$ cat src/rtl/ram_arb_pkg.sv
// Shared types and helpers for the four-way RAM port arbiter.
// State encodings, requester count and the one-hot ack helper.
package ram_arb_pkg;

    localparam int N_REQ = 4;

    typedef enum logic [1:0] {
        IDLE  = 2'd0,
        ISSUE = 2'd1,
        RESP  = 2'd2
    } arb_state_t;

    function automatic logic [3:0] onehot4(input logic [1:0] idx);
        return 4'b0001 << idx;
    endfunction

endpackage

$ cat src/rtl/rr_pick4.sv
// Round-robin pick among four masked requests.
// Searches upward from ptr, wrapping modulo 4.
module rr_pick4
    import ram_arb_pkg::*;
(
    input  logic [3:0] req_masked,
    input  logic [1:0] ptr,
    output logic       valid,
    output logic [1:0] idx
);

    logic [1:0] cand;

    // Walk from the farthest slot back so the nearest one overrides.
    always_comb begin
        valid = 1'b0;
        idx   = ptr;
        cand  = '0;
        for (int k = 3; k >= 0; k--) begin
            cand = ptr + 2'(k);
            if (req_masked[cand]) begin
                valid = 1'b1;
                idx   = cand;
            end
        end
    end

endmodule

$ cat src/rtl/ram_port_arbiter.sv
// Shares one synchronous RAM port among four requesters,
// round-robin, one access in flight, req/ack handshake.
module ram_port_arbiter
    import ram_arb_pkg::*;
#(
    parameter int DATA_WIDTH = 8,
    parameter int ADDR_WIDTH = 6
) (
    input  logic                        clk,
    input  logic                        rst_n,
    input  logic [N_REQ-1:0]            req,
    input  logic [N_REQ-1:0]            we,
    input  logic [N_REQ*ADDR_WIDTH-1:0] addr,
    input  logic [N_REQ*DATA_WIDTH-1:0] wdata,
    output logic [N_REQ-1:0]            ack,
    output logic [DATA_WIDTH-1:0]       rdata,
    output logic                        busy,
    output logic [ADDR_WIDTH-1:0]       ram_addr,
    output logic [DATA_WIDTH-1:0]       ram_wdata,
    output logic                        ram_we,
    input  logic [DATA_WIDTH-1:0]       ram_q
);

    arb_state_t state;
    logic [1:0] ptr;
    logic [1:0] idx;
    logic [3:0] eligible;
    logic       pick_valid;
    logic [1:0] pick_idx;

    // Mask the requester being acked so a late req drop is not re-served.
    assign eligible = req & ~ack;

    rr_pick4 u_pick (
        .req_masked (eligible),
        .ptr        (ptr),
        .valid      (pick_valid),
        .idx        (pick_idx)
    );

    always_ff @(posedge clk or negedge rst_n) begin
        if (!rst_n) begin
            state     <= IDLE;
            ptr       <= '0;
            idx       <= '0;
            ack       <= '0;
            rdata     <= '0;
            busy      <= 1'b0;
            ram_addr  <= '0;
            ram_wdata <= '0;
            ram_we    <= 1'b0;
        end else begin
            ack <= '0;
            case (state)
                IDLE: begin
                    if (pick_valid) begin
                        idx       <= pick_idx;
                        ram_addr  <= addr[int'(pick_idx)*ADDR_WIDTH +: ADDR_WIDTH];
                        ram_wdata <= wdata[int'(pick_idx)*DATA_WIDTH +: DATA_WIDTH];
                        ram_we    <= we[pick_idx];
                        busy      <= 1'b1;
                        state     <= ISSUE;
                    end else begin
                        ram_we <= 1'b0;
                    end
                end
                ISSUE: begin
                    ram_we <= 1'b0;
                    state  <= RESP;
                end
                RESP: begin
                    rdata <= ram_q;
                    ack   <= onehot4(idx);
                    ptr   <= idx + 2'd1;
                    busy  <= 1'b0;
                    state <= IDLE;
                end
                default: begin
                    ram_we <= 1'b0;
                    busy   <= 1'b0;
                    state  <= IDLE;
                end
            endcase
        end
    end

endmodule
$ cat config.mk
export PLATFORM = sky130hd
export DESIGN_NAME = ram_port_arbiter
export DESIGN_NICKNAME = d
export VERILOG_FILES = /design/src/rtl/ram_arb_pkg.sv /design/src/rtl/rr_pick4.sv /design/src/rtl/ram_port_arbiter.sv
export SDC_FILE = /design/constraint.sdc
export NUM_CORES = 1
export LEC_CHECK = 0
export BUFFER_PORTS_ARGS = -buffer_cell sky130_fd_sc_hd__buf_2
export CAP_MARGIN = 20
export CORE_MARGIN = 4
export CORE_UTILIZATION = 44
export DETAILED_ROUTE_END_ITERATION = 6
export GPL_ROUTABILITY_DRIVEN = 0
export GPL_TIMING_DRIVEN = 0
export PLACE_DENSITY = 0.79
export SLEW_MARGIN = 30
export SYNTH_ARGS = -nofsm -noshare
export SYNTH_HDL_FRONTEND = slang
export SYNTH_SLANG_ARGS = --single-unit
$ cat constraint.sdc
create_clock -name clk -period 2.97 [get_ports clk]
set_input_delay 0.891 -clock clk [delete_from_list [all_inputs] [get_ports clk]]
set_output_delay 0.891 -clock clk [all_outputs]
set_load 0.01 [all_outputs]
==> flow_summary_export.csv <==
group,metric,value,unit
outcome,outcome,"complete, no violations",
die,core-area,4060,sq um
clock_network,clock_tree.htree_level_count,2,
logic_synthesis,synth.net_count,252,
setup_path,critPathSlowestCell,"a222oi_1",
finish,design.final.nets,364,
detailed_routing,drt-total-wl,4680,um
setup_path,cpPeakStageDelay,0.31,ns
finish,drive_above_1_share,44.4,%
logic_synthesis,synth_commonest_cells,"dfrtp_1, a211oi_1, nor2_1, a21boi_0, mux2i_1",
global_routing,antenna_found_initial,0,
worst_hold_path,holdCritPathClass,"register to register",
logic_synthesis,ys_seq_elements,34,
finish,ff_latch_area,851,sq um
sta,timing.slew.headroom,50.1,%
logic_synthesis,yosysTopAreaCell,"dfrtp_1",
power,cell_internal_pwr,1.45,mW
clock_network,worst_setup_hold_path_clk_slew,0.07,ns
power,power_per_cell_area,951,nW/um^2
setup_path,timing.critical_path.required,3.16,ns
placement,dpl_worst_slack,-0.185,ns
detailed_routing,route.detailed.vias_per_inst,5.08,
power,power_leakage,1.26,nW
power,switchingPower,0.970,mW
setup_path,cp_common_cell,"buf_2",
sta,whs,0.471,ns
global_routing,grt_pass1_wl,7230,um
power,share_seq_of_total_power,33.3,%
power,max-vdd-ir-drop,0.000570,V
placement,numPortBuffers,101,
logic_synthesis,yosys.area.top_type_share,45.7,%
detailed_routing,drt_first_pass_iters,4,
setup_path,cp.arrival,2.77,ns
power,p_clk_share,13.0,%
setup_path,critPathKind,"input port to register",
detailed_routing,post_drt_wl_per_cell,13.9,um
finish,final_cell_count_no_fill,336,
clock_network,number_of_buffers_created_by_cts,5,
sta,layout_min_cycle_time,2.57,ns
global_routing,grt_overflow_total,0,
sta,grt_setup_unrepaired,"false",
setup_path,cp-end-kind,"register",
logic_synthesis,cells_taking_the_most_area_after_synthesis,"dfrtp_1, a211oi_1, mux2i_1",
logic_synthesis,synth.yosys.seq_area_share,45.7,%
detailed_routing,vias,1708,
setup_path,crit_path_cell_trace,"buf_2 -> or2b_1 -> a222oi_1 -> buf_4 -> clkdlybuf4s15_2 -> nand2_2 -> buf_2 -> mux2i_1 -> a211oi_1",
logic_synthesis,netlist-cell-type-count,35,
die,floorplan.die_area,5340,sq um
clock_network,root_buffer,"clkbuf_8",
logic_synthesis,async_reset_ff_share,100,%
detailed_routing,drc,0,
job,drv_cap,0,
logic_synthesis,yosys.cell_count.top_type,"dfrtp_1",
sta,achievable-frequency,389,MHz
sta,layout_setup_ws,0.396,ns
finish,multi_input_comb_area,930,sq um
finish,area_growth_syn_to_layout,36.4,%
power,share_of_total_power_in_combinational_logic,53.7,%
sta,final.setup.tns,0,ns
sta,timing_max_transition_violations_final,0,
power,post-layout-total-power,2.42,mW
setup_path,worst-path-max-fanout,10,
logic_synthesis,synth_area_per_cell,10.7,sq um
detailed_routing,drtIter0Drc,67,
sta,setup_violations,0,
sta,worst-slew-pin-transition,0.748,ns
clock_network,cts_resizes,0,
logic_synthesis,yosys_warning_total,0,
finish,final_cell_area,2540,sq um
global_routing,first_global_vias,1673,
finish,final_core_utilization,62.6,%
die,initial_utilization,45.9,%
logic_synthesis,synth-main-ff-cell,"dfrtp_1",
global_routing,grt.total_usage,17.8,%
logic_synthesis,postSynthCellCount,174,
logic_synthesis,count_of_flip_flops_with_a_built_in_enable_after_synthesis,0,
clock_network,buffer_depth_of_the_longest_clock_path,2,
sta,clock-skew-final,0.00648,ns
sta,period_share,86.7,%
die,placementRows,23,
detailed_routing,antenna_violating_nets_post_route,0,
die,num_io_pins,102,
finish,antenna_cells,0,
logic_synthesis,synth.cell_area,1860,sq um
global_routing,grt_max_degree,35,
power,sw_frac_of_total,40.1,%
placement,hpwlAfterDp,3710,um
clock_network,worst_skew_pair.late_latency,0.28,ns
placement,dpl.cell_count,326,
die,die_x,73.1,um
setup_path,worstSetupStartpointType,"input port",
finish,n_fill_cell,349,
clock_network,cts_tree,"done",
placement,post_dp_cell_area,2440,sq um
sta,final_hold_violation_count,0,
clock_network,cts_sinks,34,
die,chipHeight,73.1,um
## repair_timing
action	4_1_cts	5_1_grt
setup endpoints to repair	0	10
setup buffers	0	3
hold buffers	0	0
## worst max-delay path, delay by kind of cell
kind | cells | cell delay (ns)
simple gates | 2 | 0.38
buf+inv | 4 | 0.77
mux | 1 | 0.16
compound gates | 2 | 0.56
## power by group through the flow
| stage | Sequential, mW | Clock, mW | Combinational [mW] |
|---|---|---|---|
| finish | 0.804 | 0.314 | 1.30 |
| global route | 0.831 | 0.350 | 1.44 |
| CTS | 0.806 | 0.328 | 1.29 |
| detailed placement | 0.814 | 0 | 1.29 |
| global placement | 0.806 | 0 | 1.25 |
| floorplan | 0.890 | 0 | 0.780 |
## sequential cells by signal, summed over array words and instances (netlist names)
register	count
ram_addr	6
ram_wdata	8
idx	2
rdata	8
ptr	2
ack	4
busy	1
ram_we	1
state	2
## kinds of logic after synthesis
| group | Yosys count | synth area share [%] |
|---|---|---|
| compound gates | 58 | 22.8 |
| buf+inv | 15 | 4.43 |
| mux | 23 | 13.0 |
| simple gates | 40 | 11.4 |
| flops | 34 | 45.7 |
| fa+ha+maj | 4 | 2.69 |
## cell type report
class                           count  share of cell area [%]
Multi-Input combinational cell    125                    36.6
Timing Repair Buffer              105                    21.2
Tap cell                           50                    2.46
Sequential cell                    34                    33.5
Buffer                             10                    2.51
Inverter                            5                   0.739
Clock buffer                        7                    3.00
## final timing paths
check	startpoint	endpoint	slack [ns]	cells past startpoint
hold reg to reg	state[1]$_DFFE_PN0P_	state[1]$_DFFE_PN0P_	0.47	1
min in group asynchronous	rst_n	rdata[3]$_DFFE_PN0P_	0.67	1
hold / removal	state[1]$_DFFE_PN0P_	state[1]$_DFFE_PN0P_	0.47	1
setup / recovery	req[1]	ram_wdata[4]$_DFFE_PN0P_	0.40	9
setup reg to reg	ack[1]$_DFF_PN0_	ram_wdata[4]$_DFFE_PN0P_	0.68	9
max in group asynchronous	rst_n	ram_addr[4]$_DFFE_PN0P_	1.82	1
## layer usage
| layer | vias up | track usage, % | part of all wire, % |
|---|---|---|---|
| met3 | 4 | 8.40 | 11 |
| met1 | 771 | 18.9 | 41 |
| met5 | - | 0 | 0 |
| met4 | 0 | 5.94 | 1.2 |
| li1 | 859 | - | - |
| met2 | 74 | 30.9 | 47 |
## cell usage in the layout, fill, tap and decap left out, types with 2 or more instances in the layout
master / synthesis / routed
a211oi_1: 30 / 30
inv_1: 4 / 4
a21boi_0: 16 / 16
o21ai_0: 4 / 4
or2b_1: 2 / 2
clkbuf_8: 0 / 5
ha_1: 4 / 4
nand2_1: 4 / 4
buf_2: 2 / 103
mux2i_1: 14 / 14
mux2_2: 9 / 9
nor3b_1: 2 / 2
nor2b_1: 2 / 2
buf_4: 0 / 3
nor2_1: 17 / 17
dfrtp_1: 34 / 34
clkbuf_1: 6 / 8
and2_1: 5 / 5
Note: power is estimated with default switching activity, not from simulation.
